File: src/rtl/bin_to_bcd_seq_pkg.sv
// -----------------------------------------------------------------------------
// bin_to_bcd_seq_pkg
//   Shared definitions for the sequential binary-to-BCD converter:
//   digit width, blank digit code and the FSM state encoding.
//   No ports (package).
// -----------------------------------------------------------------------------
package bin_to_bcd_seq_pkg;

    // Width of one packed BCD digit.
    localparam int BCD_DIGIT_W = 4;

    // Code that the 7-segment digit decoder shows as an unlit digit.
    localparam logic [BCD_DIGIT_W-1:0] BLANK_DIGIT = 4'hF;

    // Converter FSM states.
    typedef enum logic [1:0] {
        ST_IDLE  = 2'd0,
        ST_SHIFT = 2'd1,
        ST_DONE  = 2'd2
    } state_t;

endpackage : bin_to_bcd_seq_pkg

File: src/rtl/bin_to_bcd_seq_if.sv
// -----------------------------------------------------------------------------
// bin_to_bcd_seq_if
//   Request/result bundle of the binary-to-BCD converter.
//   Signals:
//     start    master->slave  request a conversion of bin
//     bin      master->slave  unsigned value, sampled on the accepted start cycle
//     busy     slave->master  conversion in progress
//     done     slave->master  one-cycle pulse, bcd/overflow updated this cycle
//     bcd      slave->master  packed BCD digits, [3:0] = units
//     overflow slave->master  last converted value exceeded 10**DIGITS-1
//
//   Handshake: start acts as a valid and !busy as the ready. A conversion is
//   accepted on a rising edge where start=1 and busy=0; start while busy=1 is
//   dropped (not queued). Completion is the single-cycle done pulse; bcd and
//   overflow hold their value until the next done.
// -----------------------------------------------------------------------------
interface bin_to_bcd_seq_if #(
    parameter int BIN_WIDTH = 14,
    parameter int DIGITS    = 4
);
    logic                  start;
    logic [BIN_WIDTH-1:0]  bin;
    logic                  busy;
    logic                  done;
    logic [4*DIGITS-1:0]   bcd;
    logic                  overflow;

    modport master (
        output start, bin,
        input  busy, done, bcd, overflow
    );

    modport slave (
        input  start, bin,
        output busy, done, bcd, overflow
    );
endinterface : bin_to_bcd_seq_if

File: src/rtl/bin_to_bcd_seq_digit_adj.sv
// -----------------------------------------------------------------------------
// bin_to_bcd_seq_digit_adj
//   Combinational double-dabble digit correction: a BCD digit of 5 or more
//   gets +3 so that the following left shift carries into the next digit.
//   Ports:
//     digit_i  in  4  scratch digit before the shift
//     digit_o  out 4  corrected digit
// -----------------------------------------------------------------------------
module bin_to_bcd_seq_digit_adj
    import bin_to_bcd_seq_pkg::*;
(
    input  logic [BCD_DIGIT_W-1:0] digit_i,
    output logic [BCD_DIGIT_W-1:0] digit_o
);
    assign digit_o = (digit_i >= 4'd5) ? (digit_i + 4'd3) : digit_i;
endmodule : bin_to_bcd_seq_digit_adj

File: src/rtl/bin_to_bcd_seq.sv
// -----------------------------------------------------------------------------
// bin_to_bcd_seq
//   Sequential binary-to-BCD converter (shift-add-3). One bit of the input is
//   shifted into the BCD scratch register per cycle; the visible result is
//   updated atomically together with the done pulse so the driven displays
//   never see intermediate digits.
//   Ports:
//     clk      in   clock, rising edge
//     rst_n    in   asynchronous active-low reset
//     conv     slave modport of bin_to_bcd_seq_if (start/bin/busy/done/bcd/overflow)
//     state_o  out  current FSM state (debug)
// -----------------------------------------------------------------------------
module bin_to_bcd_seq
    import bin_to_bcd_seq_pkg::*;
#(
    parameter int BIN_WIDTH = 14,
    parameter int DIGITS    = 4,
    parameter bit BLANK_LZ  = 1'b0
) (
    input  logic                  clk,
    input  logic                  rst_n,
    bin_to_bcd_seq_if.slave       conv,
    output state_t                state_o
);
    localparam int          SW      = BCD_DIGIT_W * DIGITS;
    localparam int          CW      = $clog2(BIN_WIDTH + 1);
    localparam logic [31:0] MAX_VAL = 32'(10**DIGITS - 1);

    state_t               state_q;
    logic [CW-1:0]        cnt_q;
    logic [BIN_WIDTH-1:0] shreg_q;
    logic [SW-1:0]        scratch_q;
    logic                 ovf_pend_q;
    logic                 busy_q;
    logic                 done_q;
    logic [SW-1:0]        bcd_q;
    logic                 overflow_q;

    logic [SW-1:0]        scratch_adj;
    logic [SW-1:0]        scratch_d;
    logic [SW-1:0]        blanked;
    logic [SW-1:0]        bcd_d;

    // Add-3 correction on every digit in parallel.
    for (genvar g = 0; g < DIGITS; g++) begin : g_adj
        bin_to_bcd_seq_digit_adj u_adj (
            .digit_i (scratch_q[g*BCD_DIGIT_W +: BCD_DIGIT_W]),
            .digit_o (scratch_adj[g*BCD_DIGIT_W +: BCD_DIGIT_W])
        );
    end

    // Shift left by one; the top scratch bit is dropped (overflow is already
    // known from the latch-time compare).
    assign scratch_d = {scratch_adj[SW-2:0], shreg_q[BIN_WIDTH-1]};

    // Leading-zero blanking of the value that is about to become visible.
    always_comb begin : blank_lz
        logic leading;
        blanked = scratch_d;
        leading = 1'b1;
        if (BLANK_LZ) begin
            for (int i = DIGITS - 1; i >= 1; i--) begin
                if (leading && (scratch_d[i*BCD_DIGIT_W +: BCD_DIGIT_W] == 4'd0)) begin
                    blanked[i*BCD_DIGIT_W +: BCD_DIGIT_W] = BLANK_DIGIT;
                end else begin
                    leading = 1'b0;
                end
            end
        end
    end

    assign bcd_d = ovf_pend_q ? {DIGITS{BLANK_DIGIT}} : blanked;

    // The final shift edge loads the output registers directly from the
    // combinational next scratch, so done and the new bcd appear together.
    always_ff @(posedge clk or negedge rst_n) begin
        if (!rst_n) begin
            state_q    <= ST_IDLE;
            cnt_q      <= '0;
            shreg_q    <= '0;
            scratch_q  <= '0;
            ovf_pend_q <= 1'b0;
            busy_q     <= 1'b0;
            done_q     <= 1'b0;
            bcd_q      <= '0;
            overflow_q <= 1'b0;
        end else begin
            case (state_q)
                ST_IDLE: begin
                    done_q <= 1'b0;
                    if (conv.start) begin
                        shreg_q    <= conv.bin;
                        scratch_q  <= '0;
                        cnt_q      <= CW'(BIN_WIDTH);
                        ovf_pend_q <= (32'(conv.bin) > MAX_VAL);
                        busy_q     <= 1'b1;
                        state_q    <= ST_SHIFT;
                    end
                end
                ST_SHIFT: begin
                    scratch_q <= scratch_d;
                    shreg_q   <= shreg_q << 1;
                    cnt_q     <= cnt_q - 1'b1;
                    if (cnt_q == CW'(1)) begin
                        done_q     <= 1'b1;
                        bcd_q      <= bcd_d;
                        overflow_q <= ovf_pend_q;
                        state_q    <= ST_DONE;
                    end
                end
                ST_DONE: begin
                    done_q  <= 1'b0;
                    busy_q  <= 1'b0;
                    state_q <= ST_IDLE;
                end
                default: begin
                    done_q  <= 1'b0;
                    busy_q  <= 1'b0;
                    state_q <= ST_IDLE;
                end
            endcase
        end
    end

    assign conv.busy     = busy_q;
    assign conv.done     = done_q;
    assign conv.bcd      = bcd_q;
    assign conv.overflow = overflow_q;
    assign state_o       = state_q;

endmodule : bin_to_bcd_seq

File: src/flat_wrapper.sv
// flat-port wrapper written by rule: the top's interface ports become plain ports
module bin_to_bcd_seq_flat import bin_to_bcd_seq_pkg::*;
#(
    parameter int BIN_WIDTH = 14,
    parameter int DIGITS    = 4,
    parameter bit BLANK_LZ  = 1'b0
)
  (clk, rst_n, state_o, conv_start, conv_bin, conv_busy, conv_done, conv_bcd, conv_overflow);
  bin_to_bcd_seq_if #(.BIN_WIDTH(BIN_WIDTH), .DIGITS(DIGITS)) conv_i ();
  input  logic clk;
  input  logic rst_n;
  output state_t state_o;
  input wire logic [$bits(conv_i.start)-1:0] conv_start;
  input wire logic [$bits(conv_i.bin)-1:0] conv_bin;
  output wire logic [$bits(conv_i.busy)-1:0] conv_busy;
  output wire logic [$bits(conv_i.done)-1:0] conv_done;
  output wire logic [$bits(conv_i.bcd)-1:0] conv_bcd;
  output wire logic [$bits(conv_i.overflow)-1:0] conv_overflow;
  assign conv_i.start = conv_start;
  assign conv_i.bin = conv_bin;
  assign conv_busy = conv_i.busy;
  assign conv_done = conv_i.done;
  assign conv_bcd = conv_i.bcd;
  assign conv_overflow = conv_i.overflow;
  bin_to_bcd_seq #(.BIN_WIDTH(BIN_WIDTH), .DIGITS(DIGITS), .BLANK_LZ(BLANK_LZ)) u_core (.clk(clk), .rst_n(rst_n), .conv(conv_i), .state_o(state_o));
endmodule
File: config.mk
export PLATFORM = sky130hd
export DESIGN_NAME = bin_to_bcd_seq_flat
export DESIGN_NICKNAME = d
export VERILOG_FILES = /design/src/rtl/bin_to_bcd_seq_pkg.sv /design/src/rtl/bin_to_bcd_seq_if.sv /design/src/rtl/bin_to_bcd_seq_digit_adj.sv /design/src/rtl/bin_to_bcd_seq.sv /design/src/flat_wrapper.sv
export SDC_FILE = /design/constraint.sdc
export NUM_CORES = 1
export LEC_CHECK = 0
export ABC_AREA = 1
export CORE_ASPECT_RATIO = 2
export CORE_UTILIZATION = 45
export DETAILED_ROUTE_END_ITERATION = 8
export PLACE_DENSITY = 0.68
export SYNTH_ARGS = -nofsm -noshare
export SYNTH_HDL_FRONTEND = slang
export SYNTH_SLANG_ARGS = --single-unit
File: constraint.sdc
create_clock -name clk -period 3.2 [get_ports clk]
set_input_delay 0.64 -clock clk [delete_from_list [all_inputs] [get_ports clk]]
set_output_delay 0.64 -clock clk [all_outputs]
set_load 0.005 [all_outputs]
* After elaboration in Yosys (flattened, before gate mapping)
Cells that the tools add are included.
Word-level totals: input port bits 17, output and inout port bits 21, logic and storage cells 49, bits in registers 56
Cells by class: reduce and logical (&&, ||, !) cells 7, equality and inequality tests 4, magnitude comparators 5, multiplexer cells 18, add/sub/neg operators 5, bitwise gates (word level) 1
Operators with widths (number):
- $mux W16 | 2
- $pmux W16 S2 | 1
- $pmux W14 S2 | 1
- $ge A4 B3 Y1 const B | 4
- $mux W4 | 4
- $gt A14 B14 Y1 const B | 1
- $mux W14 | 1
- $add A4 B2 Y4 const B | 3
- $reduce_and A2 Y1 | 5
- $pmux W4 S2 | 1
- $eq A4 B1 Y1 const B | 1
- $mux W2 | 2
- $pmux W2 S2 | 1
- $sub A4 B1 Y4 const B | 1
- $add A3 B2 Y3 const B | 1
- $mux W1 | 3
- $mux W3 | 1
- $eq A2 B1 Y1 const B | 1
- $logic_not A2 Y1 | 1
- $ne A2 B1 Y1 const B | 1
- $ne A2 B2 Y1 const B | 1
- $pmux W1 S2 | 1
- $reduce_bool A2 Y1 | 1
- $not A1 Y1 | 1

* Logic depth before layout (Yosys ltp)
depth after elaboration 3, mapped depth 9, mapped depth without buffers 9

* By module
Synthesis repeated with hierarchy kept, for this count alone.
Unflattened totals: cells, all modules 381, area, all modules 3022.9 um^2
By module, submodules not included:
- bin_to_bcd_seq | cells each 289, instances 1, area an instance 2482.4 um^2, seq. area each 1401.3 um^2
- bin_to_bcd_seq_digit_adj | cells each 23, instances 4, area an instance 135.1 um^2, seq. area each 0.0 um^2

* Worst setup path after synthesis
Ideal clock, no wire load.
path type input to register, from in conv_start, to reg u_core.shreg_q[4], path buffers 2, arrival 1.252 ns, setup time 0.095 ns, cell stages on the path 5, data required time 3.105 ns, slack 1.853 ns, cell sequence o21ai_1 > buf_2 > buf_4 > nand2_1 > o31ai_1
Between the ends: longest elaborated chain between the ends 2
Ends and longest elaborated chain:
- start, declared | RTL line flat_wrapper.sv:13 | input wire logic [$bits(conv_i.start)-1:0] conv_start;
- $ne A2 B2 Y1 (no line)
- $reduce_and A2 Y1 (no line)
- end signal, assigned | RTL line bin_to_bcd_seq.sv:92 | shreg_q <= conv.bin;
- end signal, assigned | RTL line bin_to_bcd_seq.sv:102 | shreg_q <= shreg_q << 1;
- end, declared | RTL line bin_to_bcd_seq.sv:31 | logic [BIN_WIDTH-1:0] shreg_q;
No other way between the ends. A chain may end at the register's enable or synchronous reset.

* Final worst setup path
from reg u_core.state_q[0] (netlist: u_core.state_o[0]), to out state_o[0]
RTL lines:
- start, declared | RTL line bin_to_bcd_seq.sv:29 | state_t state_q;
- start signal, assigned | RTL line bin_to_bcd_seq.sv:78 | state_q <= ST_IDLE;
- start signal, assigned | RTL line bin_to_bcd_seq.sv:97 | state_q <= ST_SHIFT;
- start signal, assigned | RTL line bin_to_bcd_seq.sv:108 | state_q <= ST_DONE;
- end, declared | RTL line flat_wrapper.sv:12 | output state_t state_o;
No word-level cell between the ends.

==> impl_metrics.toml <==
[run_status]
status = "complete, but fails checks"
violations = "design-rule violations"

[cts]
cts_buffer_depth = 2
hold_buffers = 0
cts.repair.resized = 0
postCtsSetupRepairBufs = 0
clk_pin_slew_ns = 0.07
root_buffer = "clkbuf_16"
cts_sinks = 56
cts_tree = "done"
cts_max_level = 2
clock_latency_ns = 0.29
numCtsBuffers = 5

[synthesis]
synth_cells = 321
ys_ff_latch = 56
synth_cell_types = 31
synth_warnings = 0
synth_area_per_cell_um2 = 8.58
yosysSeqAreaShare = 0.509
syn-num-nets = 348
netlist_area_um2 = 2750

[floorplanning]
fp.dieH_um = 113
rows = 40
dieArea_um2 = 6450
initial_core_util = 0.462
fp.coreArea_um2 = 5960
fp.dieW_um = 57.3
io_pins = 38

[global_route]
grt_max_degree = 31
grtUsageTotal = 0.202
grt_pass1_wl_mm = 10.1
grt-ovfl-total = 0
antenna_found_initial = 0
grt_pass1_vias = 2244

[power_and_ir_drop]
power.density_nw_per_um2 = 1050
ir_drop_uv = 484
power_leakage_uw = 0.00157
power_switching_uw = 1400
share_comb_of_total_power = 0.470
seq_power_share = 0.366
power_frac_clock = 0.164
p_sw_frac = 0.404
p_int_uw = 2070

[detailed_routing]
detail_route.wl_per_cell_um = 13.6
drt-total-wl_mm = 5.72
drc_errors = 3
num_vias = 2270
drt_iter0_markers = 114
ant_nets = 0
dr.pass1.iters = 6
viasPerCell = 5.39

[layout]
fin_nets = 385
final_common_cell = "nand2_1"
areaGrowthSynthToFinish_pct = 20.0
fill_cells = 516
antenna_cells = 0
layout-drive-gt1-share = 0.0754
layout_common_cells = "nand2_1 (78), dfrtp_1 (56), nor2_1 (40), clkdlybuf4s50_1 (36), inv_1 (34)"

[sta]
holdWs_ns = 0.389
min_period_over_period = 0.593
fin_skew_ns = 0.00598
slew_violations = 0
tightest_slew_ns = 0.688
rsz0062_at_grt = "no"
final-hold-violation-count = 0
setup_viol = 0
slew_headroom = 0.542
timing.setup.tns_ns = 0
fmax_mhz = 527
min_period_ns = 1.90

[worst_setup_path]
r2r_end = "u_core.conv.bcd[15]$_DFFE_PN0P_"
worst-path-stages = 1
path_class = "reg2out"
crit_family = "buffers and inverters"
slowest_stage = "clkdlybuf4s50_1"
path_buf_inv = 1
cp-endpoint = "state_o[0]"
worstPathRequired_ns = 2.56
arrival_ns = 1.26
crit_fanout = 4
setup.worst_path.end_class = "output port"
reg2reg_from = "u_core.state_o[1]$_DFFE_PN0P_"
crit_start = "u_core.state_o[0]$_DFFE_PN0P_"
path_cells = "clkdlybuf4s50_1"
regToRegSetupSlack_ns = 1.61
startpoint_type = "flip-flop"
slowest_delay_ns = 0.54
r2r_cells = 6

[hold_path]
hold_path.class = "in2async"

[run]
drv_cap = 0

[place]
io_buffers = 37
place_congestion = 0.822
dp_hpwl_mm = 3.99
-- Yosys cell counts, drive strengths merged --
master  instances  area share
o21ai          30       0.055
nand3          13       0.024
o31ai           2      0.0055
inv            36       0.050
mux2i           1      0.0036
a21oi          15       0.040
nor3            1      0.0018
o22ai           5       0.011
clkinv          1      0.0032
clkbuf          1      0.0014
or2             1      0.0023
buf             9       0.024
nand3b          1      0.0027
nor2           41       0.062
nand2          81        0.12
a22oi           1      0.0027
dfrtp          56        0.51
nand4           7       0.016
o21a            2      0.0055
ha             10       0.045
o211ai          7       0.019
-- sequential cells by signal, indices dropped and copies added, names as in the netlist --
name,flops
u_core.cnt_q,4
u_core.shreg_q,14
u_core.conv.done,1
u_core.state_o,2
u_core.conv.overflow,1
u_core.conv.bcd,16
u_core.ovf_pend_q,1
u_core.scratch_q,16
u_core.conv.busy,1
-- logic make-up (layout without fill, tap and decap cells) --
kind of cell | after synthesis | in the layout | synth area share
flip-flops | 56 | 56 | 0.509
AND/OR/NAND/NOR | 145 | 145 | 0.225
multiplexers | 1 | 1 | 0.00364
AO/OA/AOI/OAI | 62 | 62 | 0.138
buffers and inverters | 47 | 84 | 0.0786
adder cells (fa/ha/maj) | 10 | 10 | 0.0455
-- final cells by class --
type,count,area [µm²],share of cell area
well taps,63,78.8,0.0239
repair buffers,40,388,0.117
clock buffers,7,153,0.0462
flip-flops and latches,56,1400,0.424
inverters,37,146,0.0443
multi-input cells,218,1130,0.344
-- routing by layer --
metal  vias up  wire length (µm)  GRT usage
li1       1115                 -          -
met1      1078              2180      0.212
met2        66              3200      0.376
met3        11               214     0.0357
met4         0               127     0.0943
met5         -                 0          0
-- how the worst min path moves through the flow --
stage	startpoint	cells after the start	end	slack (ns)
6_report	rst_n	1	u_core.conv.bcd[10]$_DFFE_PN0P_	0.39
5_1_grt	rst_n	1	u_core.conv.bcd[10]$_DFFE_PN0P_	0.43
4_1_cts	rst_n	1	u_core.conv.bcd[10]$_DFFE_PN0P_	0.41
3_5_place_dp	u_core.state_o[1]$_DFFE_PN0P_	1	u_core.conv.busy$_DFFE_PN0P_	0.46
3_3_place_gp	u_core.state_o[1]$_DFFE_PN0P_	1	u_core.conv.busy$_DFFE_PN0P_	0.46
2_1_floorplan	rst_n	0	u_core.cnt_q[0]$_DFFE_PN0P_	0.34
-- power by group through the flow --
stage	sequential, µW	clock [µW]	combinational (µW)
after floorplan	1240	0	1120
after global placement	1270	0	1570
after detailed placement	1280	0	1630
after CTS	1270	581	1640
after global routing	1310	614	1880
final	1270	568	1630
-- through the flow --
step | total power (µW) | util | setup WS [ns] | instance area, µm² | std cells
after floorplan | 2370 | - | 1.85 | 2750 | 321
after global placement | 2840 | 0.529 | 1.09 | 3150 | 414
after detailed placement | 2900 | 0.529 | 1.05 | 3150 | 414
after CTS | 3490 | 0.554 | 1.29 | 3300 | 421
after global routing | 3800 | 0.554 | 1.24 | 3300 | 421
final | 3460 | 0.554 | 1.30 | 3300 | 421
Note: power is estimated with default switching activity, not from simulation.
